### config.mk
export PLATFORM = sky130hd
export DESIGN_NAME = mcycle_unit_flat
export DESIGN_NICKNAME = d
export VERILOG_FILES = /design/src/rtl/mcycle_unit_if.sv /design/src/rtl/mcycle_unit.sv /design/src/flat_wrapper.sv
export SDC_FILE = /design/constraint.sdc
export NUM_CORES = 1
export LEC_CHECK = 0
export BUFFER_PORTS_ARGS = -buffer_cell sky130_fd_sc_hd__buf_2
export CORE_MARGIN = 3
export CORE_UTILIZATION = 40
export DETAILED_ROUTE_END_ITERATION = 16
export PLACE_DENSITY = 0.58
export SLEW_MARGIN = 20
export SYNTH_ARGS = -nofsm -noshare
export SYNTH_HDL_FRONTEND = slang
export SYNTH_SLANG_ARGS = --single-unit
export TNS_END_PERCENT = 5
### constraint.sdc
create_clock -name CLK -period 4.51 [get_ports CLK]
set_input_delay 0.451 -clock CLK [delete_from_list [all_inputs] [get_ports CLK]]
set_output_delay 0.451 -clock CLK [all_outputs]
set_load 0.005 [all_outputs]
### src/rtl/mcycle_unit_if.sv
`default_nettype none
// ============================================================================
//  Module      : mcycle_unit_if
//  Description : Start/Busy/Done handshake and operand/result bus of the
//                iterative multiply/divide unit.
//                master : requester (drives Start, MCycleOp, Operand1/2)
//                slave  : mcycle_unit (drives Result1/2, Busy, Done)
//                Start     - request, sampled only while the unit is idle
//                MCycleOp  - bit1: 0 mul / 1 div, bit0: 0 signed / 1 unsigned
//                Operand1  - multiplicand or dividend
//                Operand2  - multiplier or divisor
//                Result1   - product low half, or quotient
//                Result2   - product high half, or remainder
//                Busy      - operation in progress
//                Done      - one-cycle completion pulse
//                DivByZero - only with MCYCLE_DIV0_EN defined; pulses with
//                            Done for a divide by zero
//  Revision    : 1.0 - initial release
// ============================================================================
interface mcycle_unit_if #(
    parameter int WIDTH = 32
);
    logic             Start;
    logic [1:0]       MCycleOp;
    logic [WIDTH-1:0] Operand1;
    logic [WIDTH-1:0] Operand2;
    logic [WIDTH-1:0] Result1;
    logic [WIDTH-1:0] Result2;
    logic             Busy;
    logic             Done;
`ifdef MCYCLE_DIV0_EN
    logic             DivByZero;

    modport master (
        output Start, MCycleOp, Operand1, Operand2,
        input  Result1, Result2, Busy, Done, DivByZero
    );
    modport slave (
        input  Start, MCycleOp, Operand1, Operand2,
        output Result1, Result2, Busy, Done, DivByZero
    );
`else
    modport master (
        output Start, MCycleOp, Operand1, Operand2,
        input  Result1, Result2, Busy, Done
    );
    modport slave (
        input  Start, MCycleOp, Operand1, Operand2,
        output Result1, Result2, Busy, Done
    );
`endif
endinterface : mcycle_unit_if
`default_nettype wire

### src/rtl/mcycle_unit.sv
`default_nettype none
// ============================================================================
//  Module      : mcycle_unit
//  Description : Parametrised iterative multiply/divide unit. Signed and
//                unsigned MUL (full 2*WIDTH product, radix-2 shift-add) and
//                DIV (restoring, one quotient bit per cycle, MSB first).
//                Start edge to Done edge is WIDTH+1 clocks.
//  Ports       : CLK    - rising-edge clock
//                RESETn - asynchronous active-low reset
//                bus    - mcycle_unit_if.slave (Start/MCycleOp/Operand1/2 in,
//                         Result1/2, Busy, Done [, DivByZero] out)
//  Options     : MCYCLE_DIV0_EN - adds DivByZero output; a divide by zero
//                skips the iteration phase and completes one edge after Start.
//  Revision    : 1.0 - initial release
// ============================================================================
module mcycle_unit #(
    parameter int WIDTH = 32
) (
    input  logic          CLK,
    input  logic          RESETn,
    mcycle_unit_if.slave  bus
);

    localparam int CNT_W = $clog2(WIDTH) + 1;

    typedef enum logic [1:0] {
        S_IDLE    = 2'd0,
        S_COMPUTE = 2'd1,
        S_FINISH  = 2'd2
    } state_t;

    state_t               state_q,  state_d;
    logic [CNT_W-1:0]     cnt_q,    cnt_d;
    // Multiply: {partial product high, remaining multiplier bits}.
    // Divide  : {partial remainder, dividend bits / quotient bits}.
    logic [2*WIDTH-1:0]   acc_q,    acc_d;
    // Multiplicand magnitude (mul) or divisor magnitude (div).
    logic [WIDTH-1:0]     opb_q,    opb_d;
    logic                 is_div_q, is_div_d;
    logic                 neg_q,    neg_d;     // product / quotient negative
    logic                 neg_r_q,  neg_r_d;   // remainder negative (dividend sign)
    logic                 div0_q,   div0_d;
    logic                 busy_q,   busy_d;
    logic                 done_q,   done_d;
    logic [WIDTH-1:0]     res1_q,   res1_d;
    logic [WIDTH-1:0]     res2_q,   res2_d;
`ifdef MCYCLE_DIV0_EN
    logic                 dz_q,     dz_d;
`endif

    // ------------------------------------------------------------------
    // Operand conditioning at the Start edge
    // ------------------------------------------------------------------
    logic                 w_signed;
    logic [WIDTH-1:0]     w_mag1;
    logic [WIDTH-1:0]     w_mag2;
    logic                 w_div0_in;

    assign w_signed  = ~bus.MCycleOp[0];
    assign w_mag1    = (w_signed && bus.Operand1[WIDTH-1]) ? -bus.Operand1 : bus.Operand1;
    assign w_mag2    = (w_signed && bus.Operand2[WIDTH-1]) ? -bus.Operand2 : bus.Operand2;
    assign w_div0_in = bus.MCycleOp[1] && (bus.Operand2 == {WIDTH{1'b0}});

    // ------------------------------------------------------------------
    // One iteration of each datapath
    // ------------------------------------------------------------------
    logic [WIDTH:0]       w_add;
    logic [2*WIDTH-1:0]   w_mul_next;
    logic [WIDTH:0]       w_rem;
    logic                 w_ge;
    logic [WIDTH-1:0]     w_diff;
    logic [2*WIDTH-1:0]   w_div_next;

    // Shift-add: conditionally add the multiplicand into the high half, then
    // shift the whole accumulator (including the carry) right by one.
    assign w_add      = {1'b0, acc_q[2*WIDTH-1:WIDTH]}
                      + {1'b0, (acc_q[0] ? opb_q : {WIDTH{1'b0}})};
    assign w_mul_next = {w_add, acc_q[WIDTH-1:1]};

    // Restoring divide: shift the next dividend bit into the remainder and
    // subtract the divisor if it fits. The remainder before the shift is
    // always below the divisor, so the difference fits in WIDTH bits.
    assign w_rem      = acc_q[2*WIDTH-1:WIDTH-1];
    assign w_ge       = (w_rem >= {1'b0, opb_q});
    assign w_diff     = w_rem[WIDTH-1:0] - opb_q;
    assign w_div_next = {(w_ge ? w_diff : w_rem[WIDTH-1:0]), acc_q[WIDTH-2:0], w_ge};

    // ------------------------------------------------------------------
    // Sign correction at FINISH
    // ------------------------------------------------------------------
    logic [2*WIDTH-1:0]   w_prod;
    logic [WIDTH-1:0]     w_quo;
    logic [WIDTH-1:0]     w_remf;

    assign w_prod = neg_q ? -acc_q : acc_q;
    // With a zero divisor every trial subtraction succeeds, so the remainder
    // register ends up holding the dividend magnitude; re-applying the
    // dividend sign restores the original Operand1.
    assign w_quo  = div0_q  ? {WIDTH{1'b1}}
                  : (neg_q  ? -acc_q[WIDTH-1:0] : acc_q[WIDTH-1:0]);
    assign w_remf = neg_r_q ? -acc_q[2*WIDTH-1:WIDTH] : acc_q[2*WIDTH-1:WIDTH];

    // ------------------------------------------------------------------
    // Next-state logic
    // ------------------------------------------------------------------
    always_comb begin
        state_d  = state_q;
        cnt_d    = cnt_q;
        acc_d    = acc_q;
        opb_d    = opb_q;
        is_div_d = is_div_q;
        neg_d    = neg_q;
        neg_r_d  = neg_r_q;
        div0_d   = div0_q;
        busy_d   = busy_q;
        done_d   = 1'b0;
        res1_d   = res1_q;
        res2_d   = res2_q;
`ifdef MCYCLE_DIV0_EN
        dz_d     = 1'b0;
`endif
        case (state_q)
            S_IDLE: begin
                if (bus.Start) begin
                    is_div_d = bus.MCycleOp[1];
                    neg_d    = w_signed && (bus.Operand1[WIDTH-1] ^ bus.Operand2[WIDTH-1]);
                    neg_r_d  = w_signed && bus.Operand1[WIDTH-1];
                    div0_d   = w_div0_in;
                    cnt_d    = {CNT_W{1'b0}};
                    busy_d   = 1'b1;
                    state_d  = S_COMPUTE;
                    if (bus.MCycleOp[1]) begin
                        acc_d = {{WIDTH{1'b0}}, w_mag1};
                        opb_d = w_mag2;
                    end else begin
                        acc_d = {{WIDTH{1'b0}}, w_mag2};
                        opb_d = w_mag1;
                    end
`ifdef MCYCLE_DIV0_EN
                    // Preload what the iterations would have produced and
                    // go straight to sign correction.
                    if (w_div0_in) begin
                        acc_d   = {w_mag1, {WIDTH{1'b1}}};
                        state_d = S_FINISH;
                    end
`endif
                end
            end
            S_COMPUTE: begin
                acc_d = is_div_q ? w_div_next : w_mul_next;
                cnt_d = cnt_q + 1'b1;
                if (cnt_q == CNT_W'(WIDTH - 1)) begin
                    state_d = S_FINISH;
                end
            end
            S_FINISH: begin
                if (is_div_q) begin
                    res1_d = w_quo;
                    res2_d = w_remf;
                end else begin
                    res1_d = w_prod[WIDTH-1:0];
                    res2_d = w_prod[2*WIDTH-1:WIDTH];
                end
                done_d  = 1'b1;
                busy_d  = 1'b0;
                state_d = S_IDLE;
`ifdef MCYCLE_DIV0_EN
                dz_d    = is_div_q && div0_q;
`endif
            end
            default: begin
                state_d = S_IDLE;
                busy_d  = 1'b0;
            end
        endcase
    end

    // ------------------------------------------------------------------
    // Registers
    // ------------------------------------------------------------------
    always_ff @(posedge CLK or negedge RESETn) begin
        if (!RESETn) begin
            state_q  <= S_IDLE;
            cnt_q    <= {CNT_W{1'b0}};
            acc_q    <= {(2*WIDTH){1'b0}};
            opb_q    <= {WIDTH{1'b0}};
            is_div_q <= 1'b0;
            neg_q    <= 1'b0;
            neg_r_q  <= 1'b0;
            div0_q   <= 1'b0;
            busy_q   <= 1'b0;
            done_q   <= 1'b0;
            res1_q   <= {WIDTH{1'b0}};
            res2_q   <= {WIDTH{1'b0}};
`ifdef MCYCLE_DIV0_EN
            dz_q     <= 1'b0;
`endif
        end else begin
            state_q  <= state_d;
            cnt_q    <= cnt_d;
            acc_q    <= acc_d;
            opb_q    <= opb_d;
            is_div_q <= is_div_d;
            neg_q    <= neg_d;
            neg_r_q  <= neg_r_d;
            div0_q   <= div0_d;
            busy_q   <= busy_d;
            done_q   <= done_d;
            res1_q   <= res1_d;
            res2_q   <= res2_d;
`ifdef MCYCLE_DIV0_EN
            dz_q     <= dz_d;
`endif
        end
    end

    assign bus.Result1   = res1_q;
    assign bus.Result2   = res2_q;
    assign bus.Busy      = busy_q;
    assign bus.Done      = done_q;
`ifdef MCYCLE_DIV0_EN
    assign bus.DivByZero = dz_q;
`endif

endmodule : mcycle_unit
`default_nettype wire

### src/flat_wrapper.sv
// flat-port wrapper written by rule: the top's interface ports become plain ports
module mcycle_unit_flat 
#(
    parameter int WIDTH = 32
)
  (CLK, RESETn, bus_Start, bus_MCycleOp, bus_Operand1, bus_Operand2, bus_Result1, bus_Result2, bus_Busy, bus_Done);
  mcycle_unit_if #(.WIDTH(WIDTH)) bus_i ();
  input  logic CLK;
  input  logic RESETn;
  input wire logic [$bits(bus_i.Start)-1:0] bus_Start;
  input wire logic [$bits(bus_i.MCycleOp)-1:0] bus_MCycleOp;
  input wire logic [$bits(bus_i.Operand1)-1:0] bus_Operand1;
  input wire logic [$bits(bus_i.Operand2)-1:0] bus_Operand2;
  output wire logic [$bits(bus_i.Result1)-1:0] bus_Result1;
  output wire logic [$bits(bus_i.Result2)-1:0] bus_Result2;
  output wire logic [$bits(bus_i.Busy)-1:0] bus_Busy;
  output wire logic [$bits(bus_i.Done)-1:0] bus_Done;
  assign bus_i.Start = bus_Start;
  assign bus_i.MCycleOp = bus_MCycleOp;
  assign bus_i.Operand1 = bus_Operand1;
  assign bus_i.Operand2 = bus_Operand2;
  assign bus_Result1 = bus_i.Result1;
  assign bus_Result2 = bus_i.Result2;
  assign bus_Busy = bus_i.Busy;
  assign bus_Done = bus_i.Done;
  mcycle_unit #(.WIDTH(WIDTH)) u_core (.CLK(CLK), .RESETn(RESETn), .bus(bus_i));
endmodule
==> results of run 1 <==
==> Yosys cell counts (20+ instances only) <==
master    count  area, sq um
dfrtp_1     174         4350
nor3_1       39          195
or4_1        20          150
inv_1        71          267
nand2_1     207          777
clkbuf_1    103          387
o21ai_0     177          886
mux2i_1      62          621
a21oi_1     198          991
nor2_1      223          837
xor2_1       81          709
nand3_1      21          105
a211oi_1     21          158
ha_1         69          863
a21o_1       28          210
xnor2_1      90          788
o31ai_1      25          188
==> worst max-delay path by stage <==
stage	startpoint	end	slack, ns
6_report	u_core.acc_q[0]	u_core.acc_q[62]	0.66
5_1_grt	u_core.acc_q[0]	u_core.acc_q[61]	0.43
4_1_cts	u_core.acc_q[0]	u_core.acc_q[62]	0.69
3_5_place_dp	u_core.acc_q[0]	u_core.acc_q[62]	0.72
3_3_place_gp	u_core.acc_q[0]	u_core.acc_q[62]	0.77
2_1_floorplan	u_core.acc_q[0]	u_core.bus.Result2[30]	1.0
==> metal layers <==
layer  wire length, um  vias to the layer above  track usage [%]
met4              1480                        0             8.55
met1             23100                     6755             35.8
met2             22100                      496             40.0
met5                 0                        -                0
met3              3110                       93             4.01
li1                  -                     6903                -
==> flip-flops by register name (all words and copies together) (netlist names) <==
register            flops
u_core.bus.Busy         1
u_core.neg_q            1
u_core.cnt_q            6
u_core.is_div_q         1
u_core.div0_q           1
u_core.neg_r_q          1
u_core.bus.Result1     32
u_core.acc_q           64
u_core.state_q          2
u_core.bus.Result2     32
u_core.bus.Done         1
u_core.opb_q           32
==> where the power goes <==
group	total [mW]	switching, mW	internal [mW]
Combinational	7.94	4.77	3.17
Clock	1.58	0.725	0.854
Sequential	2.96	0.884	2.07
Total	12.5	6.38	6.10
==> kinds of logic (layout without fill, tap and decap cells) <==
| kind of cell | Yosys count | after routing | synth area share, % |
|---|---|---|---|
| AND/OR/NAND/NOR | 637 | 637 | 19.9 |
| AO/OA/AOI/OAI | 584 | 584 | 24.1 |
| buffers and inverters | 191 | 269 | 5.00 |
| multiplexers | 72 | 72 | 4.99 |
| flip-flops | 174 | 174 | 29.7 |
| adder cells (fa/ha/maj) | 71 | 71 | 6.15 |
| XOR/XNOR | 171 | 171 | 10.2 |
==> worst register-to-register path: cells and delay by family, from the launching register on <==
family,cells,cell delay (ns)
compound gates,6,1.46
xor+xnor,1,0.15
fa+ha+maj,1,0.35
buf+inv,1,0.41
flops,1,0.45
simple gates,3,0.90
==> per-stage QoR <==
| stage | instances | instance area (sq um) | total power, mW | worst slack (ns) |
|---|---|---|---|---|
| global route | 2439 | 16400 | 13.5 | 0.431 |
| detailed placement | 2407 | 15700 | 10.8 | 0.719 |
| CTS | 2439 | 16400 | 12.4 | 0.694 |
| global placement | 2407 | 15700 | 10.7 | 0.774 |
| finish | 2439 | 16400 | 12.5 | 0.656 |
| floorplan | 1900 | 14700 | 8.45 | 0.997 |
==> layout make-up <==
type / instances / area [sq um]
clock buffer: 18 / 439
fill: 3612 / 19500
inverter: 72 / 270
multi-input combinational: 1535 / 9620
sequential: 174 / 4360
timing repair buffer: 165 / 910
tap: 461 / 577
clock inverter: 14 / 178
==> reports/results.tsv, run 1 <==
metric	value	unit
R2R Setup Slk	0.66	ns
first-pass GRT wire length	77.9	mm
crit-path cells	inv_1, nor2_1, ha_1, o21ai_0, or4_1, a31o_2, o31a_1, o21ai_0, nand2_1, o31ai_1, xnor2_1, o211ai_1	
CP max-delay cell	or4_1	
GR Overflow Total	0	
PwrDens	763	nW/um^2
Worst path most repeated cell	o21ai_0	
status	complete, no violations	
most frequent cells in the layout	223 x nor2_1, 207 x nand2_1, 197 x a21oi_1, 177 x o21ai_0, 173 x dfrtp_1	
Crit Path Category	reg -> reg	
Final Max Slew Viols	0	
share of layout cells above drive strength 1	11.7	%
clock skew	0.0134	ns
crit share post-route	85.5	%
initial core utilization	41.0	%
FF-to-FF path depth	12	
YS warnings	0	
total CTS buffers	17	
Routed WL	49.8	mm
# setup viols final	0	
residual DRC count	0	
DR vias	14200	
number of I/O pins	135	
fraction of registers with async set/reset	100	%
post-synthesis sequential area ratio	29.7	%
dpl hpwl	38.6	mm
Setup Fix Bufs, Post-CTS	0	
clock root buffer	clkbuf_16	
Startpoint Class	flop	
latest clock arrival within the worst-skew pair	0.46	ns
commonest non-fill, non-tap cell in the layout	nor2_1	
H-tree levels	4	
CTS tree	yes	
synthesized instance count	1900	
syn_nets	2040	
CP required	4.82	ns
final antenna-violating net count	0	
worst vdd ir	0.000400	V
HP Class	in -> async	
die height	198	um
antenna violations before repair	0	
worst path arrival time	4.16	ns
routed wire length per instance	20.4	um
EDFF count, synth	0	
RSZ-0062 raised after global routing	false	
IO buf count	134	
Hold-fix buffers, CTS	0	
First DRT Iteration DRCs	1247	
vias in the first global route	13700	
GP Congestion	0.962	
ys flop type	dfrtp_1	
CP Capture Type	flop	
nets	2105	
Max FO, Critical Path	11	
Mapped Avg Cell Area	7.73	sq um
n_diodes	0	
layout overhead on the synthesized area	11.4	%
CP delay by family, top	compound AO/OA/AOI/OAI gates	
# rows	69	
Clock Tree Buf Depth	2	
reg2reg start	u_core.acc_q[0]	
Worst slew margin	31.8	%
clk sinks	174	
clock transition time at the flip-flop clock pins of the worst setup and hold paths	0.08	ns
synthesized area	14700	sq um
min Tclk post-route	3.85	ns
Hold Slack	0.0276	ns
post-route core utilization	45.6	%
delay of the slowest critical-path stage	0.62	ns
Core Area	35800	sq um
die width	198	um
Leakage	7.34	nW
fmax	259	MHz
Final Hold Vio Count	0	
die area	39000	sq um
CTS resizes	0	
Via density	5.84	
instance count on the critical path	12	
pin count of the biggest net entering global routing	100	
Synth Register Bits	174	
number of library cell types mapped by synthesis	73	
r2r endpoint	u_core.acc_q[62]	
setup tns final	0	ns
actual slew at the worst max-slew pin	1.02	ns
worst path buffer plus inverter count	1	
GR Util All Layers	25.4	%
drt first pass iters	5	
Max-Cap Viols	0	
Note: power is estimated with default switching activity, not from simulation.
==> run 2, diff against run 1 <==
clock period = 3.8 ns   (was 4.51 ns; I/O delays follow)
==> run 2 against run 1 <==
  * The run now ends with negative hold slack left
  * Cell count rose by 1.3%
  * Clock power rose by 14%
  * Via count rose by 0.84%
  * Cell area rose by 1.5%
  * Register-to-register slack got worse by 0.52 ns
  * Maximum frequency rose by 5.2%
  * Clock skew rose by 0.00099 ns
  * Global-route usage rose by 0.14 points
  * Critical path depth fell by 3
  * Sequential cell count did not move
  * First-iteration DRC count fell by 0.80%
  * Critical path type unchanged
==> reports/results.tsv, run 2 (synthesis gave the netlist of run 1 again) <==
metric	value	unit	change
crit-path cells	or4_1, or4_1, nor3_4, nand3b_1, nor4_1, o22ai_1, a21oi_1, xor2_1, o21ai_0		
residual DRC count	0		unchanged
Int Pwr	7.40	mW	+21%
Crit Path Category	reg -> reg		
Flop pwr share	21.8	%	-1.9 points
CTS tree	yes		
final antenna-violating net count	0		unchanged
Hold Slack	-0.00617	ns	-0.0338 ns
PwrDens	909	nW/um^2	+19%
DR vias	14400		+0.84%
worst path buffer plus inverter count	0		-1
GP Congestion	0.989		+2.8%
vias in the first global route	13700		+0.10%
first-pass GRT wire length	78.3	mm	+0.53%
Reg with most FFs	u_core.acc_q		
max reg flops	64		unchanged
dpl hpwl	39.4	mm	+2.0%
CP delay by family, top	simple AND/OR/NAND/NOR gates		
most frequent cells in the layout	222 x nor2_1, 207 x nand2_1, 196 x a21oi_1, 176 x o21ai_0, 173 x dfrtp_1		
die area	39000	sq um	unchanged
number of I/O pins	135		unchanged
min Tclk post-route	3.66	ns	-0.192 ns
drt first pass iters	6		+1
# rows	69		unchanged
Hold-fix buffers, CTS	0		unchanged
nets	2136		+1.5%
Worst slew margin	31.6	%	-0.18 points
CP max-delay cell	or4_1		
fmax	273	MHz	+5.2%
share of layout cells above drive strength 1	13.2	%	+1.6 points
clock skew	0.0144	ns	+0.000994 ns
GR Util All Layers	25.6	%	+0.14 points
n_diodes	0		unchanged
Switching Share	50.9	%	-0.17 points
footprint of the multi-input gates	9640	sq um	+0.17%
status	finished, violations left		
wire length on met3	3.16	mm	+1.6%
RSZ-0062 raised after global routing	true		
Startpoint Class	flop		
Clk pwr share	12.0	%	-0.7 points
Metal-1 WL	23.3	mm	+0.87%
Register Area	4360	sq um	unchanged
First DRT Iteration DRCs	1237		-0.80%
Core Area	35800	sq um	unchanged
clk sinks	174		unchanged
Leakage	7.49	nW	+2.0%
CP required	4.11	ns	-0.71 ns
worst path arrival time	3.97	ns	-0.19 ns
clock transition time at the flip-flop clock pins of the worst setup and hold paths	0.07	ns	about the same
actual slew at the worst max-slew pin	1.02	ns	+0.00364 ns
H-tree levels	4		unchanged
delay of the slowest critical-path stage	0.64	ns	+0.02 ns
IO buf count	134		unchanged
total CTS buffers	17		unchanged
initial core utilization	41.0	%	unchanged
layout overhead on the synthesized area	13.1	%	
Max FO, Critical Path	6		-5
commonest non-fill, non-tap cell in the layout	nor2_1		
combinational share of power	66.2	%	+2.6 points
met2 WL	22.7	mm	+2.5%
routed wire length per instance	20.4	um	about the same
Clock Tree Buf Depth	2		unchanged
die height	198	um	unchanged
max layer used	met4		
antenna violations before repair	0		unchanged
crit share post-route	96.4	%	+11 points
Routed WL	50.5	mm	+1.3%
Max-Cap Viols	0		unchanged
die width	198	um	unchanged
fillcell total	3636		+0.66%
GR Overflow Total	0		unchanged
# setup viols final	0		unchanged
Final Max Slew Viols	0		unchanged
Via density	5.82		-0.43%
latest clock arrival within the worst-skew pair	0.46	ns	about the same
NetSw	7.69	mW	+21%
Final Hold Vio Count	1		+1
Final Total Pwr	15.1	mW	+21%
Worst path most repeated cell	or4_1		
HP Class	in -> async		
worst vdd ir	0.000457	V	+14%
failing checks	negative hold slack		
clock root buffer	clkbuf_16		
CP Capture Type	flop		
pin count of the biggest net entering global routing	103		+3.0%
## run 2: cell types whose count changed in the layout (fill, tap and decap cells not counted), sizes merged
cell and delta:
clkbuf +1, buf +31, bufinv -1
## run 2: worst paths after layout
check / startpoint / end / slack, ns / cells past startpoint
max in group asynchronous: RESETn / u_core.acc_q[47] / 2.85 / 2
min: RESETn / u_core.bus.Result1[12] / -0.006 / 1
min in group CLK: bus_MCycleOp[0] / u_core.neg_q / 0.22 / 2
max reg2reg: u_core.acc_q[14] / u_core.bus.Result2[31] / 0.14 / 9
max: u_core.acc_q[14] / u_core.bus.Result2[31] / 0.14 / 9
min reg2reg: u_core.bus.Result2[25] / u_core.bus.Result2[25] / 0.47 / 2
## run 2: per-layer routing
| layer | vias up | global-route usage, % |
|---|---|---|
| met1 | 6855 | 35.8 |
| met5 | - | 0 |
| li1 | 6948 | - |
| met2 | 485 | 40.5 |
| met3 | 78 | 3.96 |
| met4 | 0 | 8.44 |
## run 2: power groups by stage
stage / Clock, mW / Sequential (mW) / Combinational, mW
2_1_floorplan: 0 / 3.00 / 7.03
3_3_place_gp: 0 / 3.28 / 9.71
3_5_place_dp: 0 / 3.29 / 9.75
4_1_cts: 1.84 / 3.26 / 9.82
5_1_grt: 1.92 / 3.36 / 11.0
6_report: 1.80 / 3.30 / 9.99
## run 2: final cells by class
class	instances	area share, %
clock buffer	19	2.67
inverter	72	1.65
clock inverter	13	0.889
sequential	174	26.2
multi-input combinational	1535	58.1
timing repair buffer	196	7.03
tap	461	3.47
## run 2: what timing repair did
item,CTS,global route
gates cloned,0,0
resized for setup,2,3
hold endpoints to repair,0,0
pin swaps,0,2
setup buffers,0,2
endpoints found under the setup margin,1,5
## run 2: through the flow
step                util [%]  setup TNS [ns]  setup slack [ns]  cells  cell area, sq um
finish                  46.3               0             0.137   2470             16600
global route            46.3         -0.0348           -0.0277   2470             16600
CTS                     46.3               0            0.0613   2468             16600
detailed placement      44.6         -0.0561           -0.0561   2436             16000
global placement        44.6         -0.0102           -0.0102   2436             16000
floorplan                  -               0             0.287   1900             14700
